<file path="src/rtl/mem_bank_write_sequencer_if.sv">
// Write-request and memory-port bundle for mem_bank_write_sequencer.
// The slave modport is the sequencer's view; master is the host/memory side.
interface mem_bank_write_sequencer_if #(
    parameter int DATA_WIDTH = 8,
    parameter int DEPTH      = 18,
    parameter int NUM_BANKS  = 2
);
    localparam int BANK_WIDTH = $clog2(NUM_BANKS);
    localparam int ADDR_WIDTH = $clog2(DEPTH);

    logic                  wr_valid;
    logic                  wr_ready;
    logic [BANK_WIDTH-1:0] wr_bank;
    logic [ADDR_WIDTH-1:0] wr_addr;
    logic [DATA_WIDTH-1:0] wr_data;
    logic                  clear_req;
    logic                  busy;
    logic                  mem_reset_mem;
    logic                  mem_wea;
    logic [BANK_WIDTH-1:0] mem_banka;
    logic [ADDR_WIDTH-1:0] mem_addra;
    logic [DATA_WIDTH-1:0] mem_dia;
    logic                  mem_reset_done;
    logic [7:0]            overflow_count;

    modport slave (
        input  wr_valid, wr_bank, wr_addr, wr_data, clear_req, mem_reset_done,
        output wr_ready, busy, mem_reset_mem, mem_wea, mem_banka, mem_addra,
               mem_dia, overflow_count
    );

    modport master (
        output wr_valid, wr_bank, wr_addr, wr_data, clear_req, mem_reset_done,
        input  wr_ready, busy, mem_reset_mem, mem_wea, mem_banka, mem_addra,
               mem_dia, overflow_count
    );
endinterface

</file>
<file path="src/rtl/mem_bank_write_sequencer.sv">
// Queues host writes and sequences them, plus full-memory clears, onto a banked memory write port.
// Optional dropped-write counter: define MEM_BANK_WRITE_SEQUENCER_OVERFLOW_COUNT_EN.
module mem_bank_write_sequencer #(
    parameter int DATA_WIDTH = 8,
    parameter int DEPTH      = 18,
    parameter int NUM_BANKS  = 2,
    parameter int FIFO_DEPTH = 4,
    parameter int BANK_WIDTH = $clog2(NUM_BANKS),
    parameter int ADDR_WIDTH = $clog2(DEPTH)
) (
    input logic                     clk,
    input logic                     reset,
    mem_bank_write_sequencer_if.slave bus
);
    localparam int PTR_W = $clog2(FIFO_DEPTH);
    localparam int CNT_W = PTR_W + 1;
    localparam logic [CNT_W-1:0] FULL_COUNT = CNT_W'(FIFO_DEPTH);

    localparam logic [0:0] ST_IDLE     = 1'b0;
    localparam logic [0:0] ST_CLEARING = 1'b1;

    typedef struct packed {
        logic [BANK_WIDTH-1:0] bank;
        logic [ADDR_WIDTH-1:0] addr;
        logic [DATA_WIDTH-1:0] data;
    } entry_t;

    entry_t           fifo_mem [FIFO_DEPTH];
    entry_t           head;
    logic [PTR_W-1:0] wr_ptr;
    logic [PTR_W-1:0] rd_ptr;
    logic [CNT_W-1:0] count;
    logic [0:0]       state;

    logic wr_ready_int;
    logic push;
    logic pop;
    logic start_clear;

    assign wr_ready_int = (count != FULL_COUNT);
    assign push         = bus.wr_valid && wr_ready_int;
    assign start_clear  = (state == ST_IDLE) && bus.clear_req;
    // A clear request on the same edge wins over issuing the head entry.
    assign pop          = (state == ST_IDLE) && !bus.clear_req && (count != '0);
    assign head         = fifo_mem[rd_ptr];

    assign bus.wr_ready = wr_ready_int;
    assign bus.busy     = (state == ST_CLEARING) || bus.mem_reset_mem
                       || (count != '0) || bus.mem_wea;

    // NOTE: queue storage is deliberately not reset; pointers and count alone decide validity.
    always_ff @(posedge clk) begin
        if (push) begin
            fifo_mem[wr_ptr] <= '{bank: bus.wr_bank, addr: bus.wr_addr, data: bus.wr_data};
        end
    end

    // NOTE: all sequential state uses non-blocking assignments so every block sees pre-edge values.
    always_ff @(posedge clk) begin
        if (reset) begin
            wr_ptr <= '0;
            rd_ptr <= '0;
            count  <= '0;
        end else begin
            if (push) wr_ptr <= wr_ptr + 1'b1;
            if (pop)  rd_ptr <= rd_ptr + 1'b1;
            case ({push, pop})
                2'b10:   count <= count + 1'b1;
                2'b01:   count <= count - 1'b1;
                default: count <= count;
            endcase
        end
    end

    always_ff @(posedge clk) begin
        if (reset) begin
            state <= ST_IDLE;
        end else begin
            case (state)
                ST_IDLE:     if (bus.clear_req)      state <= ST_CLEARING;
                ST_CLEARING: if (bus.mem_reset_done) state <= ST_IDLE;
                default:                             state <= ST_IDLE;
            endcase
        end
    end

    // Write address/data hold their last values between pulses.
    always_ff @(posedge clk) begin
        if (reset) begin
            bus.mem_reset_mem <= 1'b0;
            bus.mem_wea       <= 1'b0;
            bus.mem_banka     <= '0;
            bus.mem_addra     <= '0;
            bus.mem_dia       <= '0;
        end else begin
            bus.mem_reset_mem <= start_clear;
            bus.mem_wea       <= pop;
            if (pop) begin
                bus.mem_banka <= head.bank;
                bus.mem_addra <= head.addr;
                bus.mem_dia   <= head.data;
            end
        end
    end

`ifdef MEM_BANK_WRITE_SEQUENCER_OVERFLOW_COUNT_EN
    logic [7:0] overflow_cnt;

    always_ff @(posedge clk) begin
        if (reset) begin
            overflow_cnt <= 8'd0;
        end else if (bus.wr_valid && !wr_ready_int && (overflow_cnt != 8'hFF)) begin
            overflow_cnt <= overflow_cnt + 8'd1;
        end
    end

    assign bus.overflow_count = overflow_cnt;
`else
    assign bus.overflow_count = 8'd0;
`endif

endmodule

</file>
<file path="src/flat_wrapper.sv">
// flat-port wrapper written by rule: the top's interface ports become plain ports
module mem_bank_write_sequencer_flat 
#(
    parameter int DATA_WIDTH = 8,
    parameter int DEPTH      = 18,
    parameter int NUM_BANKS  = 2,
    parameter int FIFO_DEPTH = 4,
    parameter int BANK_WIDTH = $clog2(NUM_BANKS),
    parameter int ADDR_WIDTH = $clog2(DEPTH)
)
  (clk, reset, bus_wr_valid, bus_wr_bank, bus_wr_addr, bus_wr_data, bus_clear_req, bus_mem_reset_done, bus_wr_ready, bus_busy, bus_mem_reset_mem, bus_mem_wea, bus_mem_banka, bus_mem_addra, bus_mem_dia, bus_overflow_count);
  mem_bank_write_sequencer_if #(.DATA_WIDTH(DATA_WIDTH), .DEPTH(DEPTH), .NUM_BANKS(NUM_BANKS)) bus_i ();
  input logic clk;
  input logic reset;
  input wire logic [$bits(bus_i.wr_valid)-1:0] bus_wr_valid;
  input wire logic [$bits(bus_i.wr_bank)-1:0] bus_wr_bank;
  input wire logic [$bits(bus_i.wr_addr)-1:0] bus_wr_addr;
  input wire logic [$bits(bus_i.wr_data)-1:0] bus_wr_data;
  input wire logic [$bits(bus_i.clear_req)-1:0] bus_clear_req;
  input wire logic [$bits(bus_i.mem_reset_done)-1:0] bus_mem_reset_done;
  output wire logic [$bits(bus_i.wr_ready)-1:0] bus_wr_ready;
  output wire logic [$bits(bus_i.busy)-1:0] bus_busy;
  output wire logic [$bits(bus_i.mem_reset_mem)-1:0] bus_mem_reset_mem;
  output wire logic [$bits(bus_i.mem_wea)-1:0] bus_mem_wea;
  output wire logic [$bits(bus_i.mem_banka)-1:0] bus_mem_banka;
  output wire logic [$bits(bus_i.mem_addra)-1:0] bus_mem_addra;
  output wire logic [$bits(bus_i.mem_dia)-1:0] bus_mem_dia;
  output wire logic [$bits(bus_i.overflow_count)-1:0] bus_overflow_count;
  assign bus_i.wr_valid = bus_wr_valid;
  assign bus_i.wr_bank = bus_wr_bank;
  assign bus_i.wr_addr = bus_wr_addr;
  assign bus_i.wr_data = bus_wr_data;
  assign bus_i.clear_req = bus_clear_req;
  assign bus_i.mem_reset_done = bus_mem_reset_done;
  assign bus_wr_ready = bus_i.wr_ready;
  assign bus_busy = bus_i.busy;
  assign bus_mem_reset_mem = bus_i.mem_reset_mem;
  assign bus_mem_wea = bus_i.mem_wea;
  assign bus_mem_banka = bus_i.mem_banka;
  assign bus_mem_addra = bus_i.mem_addra;
  assign bus_mem_dia = bus_i.mem_dia;
  assign bus_overflow_count = bus_i.overflow_count;
  mem_bank_write_sequencer #(.DATA_WIDTH(DATA_WIDTH), .DEPTH(DEPTH), .NUM_BANKS(NUM_BANKS), .FIFO_DEPTH(FIFO_DEPTH), .BANK_WIDTH(BANK_WIDTH), .ADDR_WIDTH(ADDR_WIDTH)) u_core (.clk(clk), .reset(reset), .bus(bus_i));
endmodule
</file>
<file path="config.mk">
export PLATFORM = sky130hd
export DESIGN_NAME = mem_bank_write_sequencer_flat
export DESIGN_NICKNAME = d
export VERILOG_FILES = /design/src/rtl/mem_bank_write_sequencer_if.sv /design/src/rtl/mem_bank_write_sequencer.sv /design/src/flat_wrapper.sv
export SDC_FILE = /design/constraint.sdc
export NUM_CORES = 1
export LEC_CHECK = 0
export ABC_AREA = 1
export CELL_PAD_IN_SITES_DETAIL_PLACEMENT = 1
export CELL_PAD_IN_SITES_GLOBAL_PLACEMENT = 2
export CORE_ASPECT_RATIO = 1.4
export CORE_MARGIN = 4
export CORE_UTILIZATION = 36
export DETAILED_ROUTE_END_ITERATION = 10
export PLACE_DENSITY_LB_ADDON = 0.1
export SLEW_MARGIN = 20
export SYNTH_ARGS = -nofsm -noshare
export SYNTH_HDL_FRONTEND = slang
export SYNTH_SLANG_ARGS = --single-unit
export TNS_END_PERCENT = 30
</file>
<file path="constraint.sdc">
create_clock -name clk -period 5.2 [get_ports clk]
set_clock_uncertainty 0.15 [all_clocks]
set_input_delay 1.04 -clock clk [delete_from_list [all_inputs] [get_ports clk]]
set_output_delay 1.04 -clock clk [all_outputs]
set_load 0.05 [all_outputs]
</file>
# == Word-level counts from Yosys, hierarchy flattened ==
# Memory sizes are Yosys's and may differ from the RTL's. A register that Yosys moved wholly into a read port is not among the register bits.
# Index checks and enable logic that the tools add are counted.
# W data, S select, Z words.
# word_totals
reg_bits,10
ramBits,56
input_bits,19
output_inout_bits,26
wordCells,31
mem_count,1
# classes
n_addsub,4
eq_ne,3
n_mux,6
bitwise,1
reduce_logical,10
# memory_table
name,depth,width,read_ports,rd_ports_with_merged_regs,wr,line,text
u_core.fifo_mem,4,14,1,1,1,mem_bank_write_sequencer.sv:28,entry_t fifo_mem [FIFO_DEPTH];
# op_table
operator,n
$pmux W3 S2,1
$add A2 B1 Y2 const B,2
$logic_and A1 B1 Y1,4
$mux W1,4
$add A3 B1 Y3 const B,1
$logic_or A1 B1 Y1,3
$ne A3 B3 Y1 const B,1
$reduce_bool A3 Y1,1
$sub A3 B1 Y3 const B,1
$eq A2 B1 Y1 const B,1
$eq A2 B2 Y1 const B,1
$pmux W1 S2,1
$reduce_bool A2 Y1,1
$logic_not A1 Y1,1
$not A1 Y1,1

# == Depth between registers and ports, before layout ==
# depth
ltp_word,5
mapped_depth,13
mapped_depth_nobuf,13

# == Worst setup path before layout ==
# No wires, ideal clock.
# synth_path
path_type,input port to flip-flop
from,in bus_clear_req
to,reg u_core.count[2]
setup_time_ns,0.113
t_arrival_ns,2.173
required_time_ns,4.937
slack_ns,2.764
stages,12
path_buffers,0
path_cell_list,nor2_4 -> nand2_4 -> inv_1 -> ha_1 -> inv_1 -> fa_1 -> inv_1 -> nand2_1 -> nand3_1 -> nand2_1 -> nand2_1 -> nor2_1
# synth_between
elab_chain_len,5
word_cells_on_any_way,7
cone_classes,2 x eq/ne; 1 x mux; 4 x reduce/logical
# synth_rtl
element,line,text
from (decl),flat_wrapper.sv:19,input wire logic [$bits(bus_i.clear_req)-1:0] bus_clear_req;
$logic_not A1 Y1 *,mem_bank_write_sequencer.sv:44,assign pop = (state == ST_IDLE) && !bus.clear_req && (count != '0);
$logic_and A1 B1 Y1 * (2 in series),mem_bank_write_sequencer.sv:44,
named net u_core.pop,mem_bank_write_sequencer.sv:37,logic pop;
$eq A2 B1 Y1 / $eq A2 B2 Y1 (equally long branches),mem_bank_write_sequencer.sv:67,"case ({push, pop})"
$pmux W3 S2 / $reduce_bool A2 Y1 (equally long branches),n/a,
to (signal assigned),mem_bank_write_sequencer.sv:68,2'b10: count <= count + 1'b1;
to (signal assigned),mem_bank_write_sequencer.sv:69,2'b01: count <= count - 1'b1;
to (signal assigned),mem_bank_write_sequencer.sv:70,default: count <= count;
to (decl),mem_bank_write_sequencer.sv:32,logic [CNT_W-1:0] count;
# Mark *: on every way through the listed nets, which the timed path passes. The rest lies on a longest branch.
# A chain may end at the register's enable or synchronous reset.

# == Worst setup path after layout ==
# Ends and elaborated chain as after synthesis.

==> metrics.md <==
| Metric | Value |
|---|---|
| Power Dens Cells | `around 430 nW/um2` |
| # rows | `42` |
| CP delay by family, top | `buffers and inverters` |
| First-pass GRT wire length | `between 10 and 15 mm` |
| Worst-Skew Late Latency | `around 0.33 ns` |
| Reg power frac | `42.6%` |
| Period utilisation layout | `between 50% and 60%` |
| Post-synth top area cell | `edfxtp_1` |
| CTS tree | `yes` |
| I/O pins | `45` |
| Diodes inserted | `0` |
| Cts bufs inserted | `9` |
| GRT Total Usage | `14.4%` |
| Leakage | `1.92 nW` |
| Pre-antenna DRT Iters | `4` |
| Initial antenna violation count | `0` |
| Primary FF master, synth | `edfxtp_1` |
| Via/cell ratio | `4.37` |
| Largest net degree at the start of global routing | `33` |
| Syn Inst Count | `389` |
| Layout cells sized above 1 | `under 10%` |
| Setup_tns | `0 ns` |
| 1st-iter DRT viols | `82` |
| IO Port Bufs | `36` |
| Worst slew margin | `between 40 and 50%` |
| Cell variety after synth | `23` |
| Top post-synthesis cells by area | `edfxtp_1, dfxtp_1, nand2_1, inv_1, nand3_1` |
| DRT Wirelength | `around 8 mm` |
| Clock-pin transition on the worst setup and hold timing paths | `~0.060 ns` |
| Ys async rst share | `0%` |
| Gpl congestion | `slightly above 0.7` |
| Die area | `11,500 um2` |
| DPL Wire Length | `between 4 and 5 mm` |
| EDFF count, synth | `56` |
| Unrepaired setup endpoints after global routing | `false` |
| Final setup viols | `0` |
| Final core utilization | `between 40% and 50%` |
| Worst path slowest cell | `clkdlybuf4s50_1` |
| Internal power | `around 1.3 mW` |
| Flop-to-flop setup slack | `3.07 ns` |
| Final Hold Viols | `0` |
| DRC errors left | `0` |
| Starting density of the core | `a little under two fifths` |
| Placement Cell Area | `around 4000 um2` |
| Syn. warnings | `0` |
| Switch share | `32.1%` |
| Hold Buf Count CTS | `0` |
| Pins Over Slew Limit | `0` |
| Total power | `between 1.5 and 2 mW` |
| Post-synthesis sequential area ratio | `roughly 61%` |
| Via Count | `2,464` |
| CTS root buf | `clkbuf_16` |
| H-Tree Depth | `3` |
| Switching Power | `0.590 mW` |
| Min Tclk post-route | `2.95 ns` |
| Average size of a mapped cell | `between 9 and 10 um2` |
| Post-synth top area share | `between 40% and 50%` |
| Post-Layout Inst Area | `4260 um2` |
| Most common cell in the netlist | `nand2_1` |
| Worst-Margin Slew | `0.809 ns` |
| Cell Area, Synth | `~3600 um2` |
| Max_cap viols | `0` |
| Final net count | `452` |
| Pre-CTS setup slack | `between 1.5 and 2 ns` |
| CP Data Arrival Time | `between 3 and 4 ns` |
| Fin cells | `564` |
| Most common library cells after synthesis | `nand2_1, inv_1, edfxtp_1, nor2_1, nand3_1` |
| Status | `completed` |
| Crit-path cells | `clkdlybuf4s50_1 -> nor2_4 -> nand2_4 -> inv_1 -> ha_1 -> inv_1 -> fa_1 -> inv_1 -> nand2_1 -> nand3_1 -> nand2_1 -> nand2_1 -> nor2_1` |
| CP required | `5.28 ns` |
| Area occupied by multi-input gates | `about 940 um2` |
| Core Region | `9560 um2` |
| Maximum vdd drop | `approximately 0.22 mV` |
| Final ANT Viol Nets | `0` |
| # Post-CTS Setup Buffers | `0` |
| Routed len/inst | `13.8 um` |
| Die span in y | `126 um` |
| Clock Path Buffers | `2` |
| Synth Register Bits | `80` |
| Total clock sinks | `80` |
| Clock share of power | `between 30% and 40%` |
| Grt total ovfl | `0` |
| Gate power share | `26.2%` |
| Achievable Freq | `around 340 MHz` |
| Die W | `slightly above 90 um` |
| Reg area | `roughly 2200 um2` |
| Crit-path max cell delay | `roughly 0.45 ns` |
| Worst setup margin | `approximately 2.2 ns` |
| Hold_ws | `roughly 0.36 ns` |
| Area grow syn2layout | `20.1%` |
| CTS resizes | `0` |
| Critical-path maximum fanout | `32` |
| Vias in the first global route | `2,542` |
| Crit path kind | `in2reg` |
| Setup crit start kind | `primary input` |
| Placed insts | `roughly 550` |
| Fillcell total | `1,116` |
| Critical Path End Type | `register` |
| Hold Crit Class | `reg2reg` |
| Worst Path Buf+Inv | `4` |
==> cells in the final DEF (no fill, tap or decap) <==
master / instances
edfxtp_1: 56
inv_2: 4
nor2_4: 2
nor2_1: 37
nand3_1: 33
ha_1: 5
conb_1: 8
nor3_1: 1
buf_4: 5
a211oi_1: 1
clkbuf_1: 4
nand2_1: 108
clkbuf_8: 2
clkinv_2: 1
a21oi_2: 1
clkdlybuf4s50_1: 36
a21oi_1: 4
dfxtp_1: 24
o21ai_1: 1
nand2_2: 2
inv_1: 82
fa_1: 1
nand2_4: 2
nor3b_1: 1
clkbuf_16: 9
o21ai_0: 2
==> per-layer routing <==
metal  part of all wire [%]  up-vias  wire, um  track usage, %
met3                    3.2       10       246            1.92
li1                       -     1242         -               -
met1                     41     1172      3160            16.2
met4                    2.1        0       166            7.09
met2                     54       40      4200            26.2
met5                      0        -         0               0
==> area by class of cell <==
type / instances / share of cell area, %
clock buffer: 15 / 6.28
clock inverter: 1 / 0.117
inverter: 86 / 7.57
multi-input combinational: 209 / 22.1
sequential: 80 / 50.7
tap: 132 / 3.87
timing repair buffer: 41 / 9.33
==> power groups by stage <==
| stage | sequential (mW) | combinational (mW) | clock [mW] |
|---|---|---|---|
| 2_1_floorplan | 0.880 | 0.272 | 0 |
| 3_3_place_gp | 0.796 | 0.482 | 0 |
| 3_5_place_dp | 0.799 | 0.491 | 0 |
| 4_1_cts | 0.786 | 0.494 | 0.598 |
| 5_1_grt | 0.792 | 0.540 | 0.623 |
| 6_report | 0.785 | 0.482 | 0.575 |
==> kinds of logic (layout without fill, tap and decap cells) <==
logic type / after synthesis / in the layout / share of synthesized area [%]
DFF: 80 / 80 / 60.9
and+or+nand+nor: 186 / 186 / 22.0
adders and majority gates: 6 / 6 / 2.33
buffers and inverters: 107 / 143 / 13.3
AOI/OAI and AO/OA: 9 / 9 / 1.44
other: 1 / 8 / 0.106
==> path summary, 6_finish.rpt <==
| kind | cells past startpoint | from | endpoint |
|---|---|---|---|
| max | 13 | bus_clear_req | u_core.count[2] |
| min | 2 | u_core.wr_ptr[0] | u_core.wr_ptr[0] |
| max reg2reg | 13 | u_core.count[1] | u_core.count[2] |
| min reg2reg | 2 | u_core.wr_ptr[0] | u_core.wr_ptr[0] |
==> registers in the layout (all words and copies together) (netlist names) <==
| register | cells |
|---|---|
| u_core.bus.mem_addra | 5 |
| u_core.bus.mem_banka | 1 |
| u_core.rd_ptr | 2 |
| u_core.bus.mem_dia | 8 |
| u_core.wr_ptr | 2 |
| u_core.bus.mem_reset_mem | 1 |
| u_core.state | 1 |
| u_core.fifo_mem | 56 |
| u_core.count | 3 |
| u_core.bus.mem_wea | 1 |
==> worst register-to-register path: cells and delay by family (launching register included) <==
kind | cells | cell delay [ns]
adder cells (fa/ha/maj) | 2 | 0.55
buffers and inverters | 3 | 0.30
AND/OR/NAND/NOR | 8 | 0.64
flip-flops | 1 | 0.39
No activity file was read; power rests on OpenSTA's default activity.
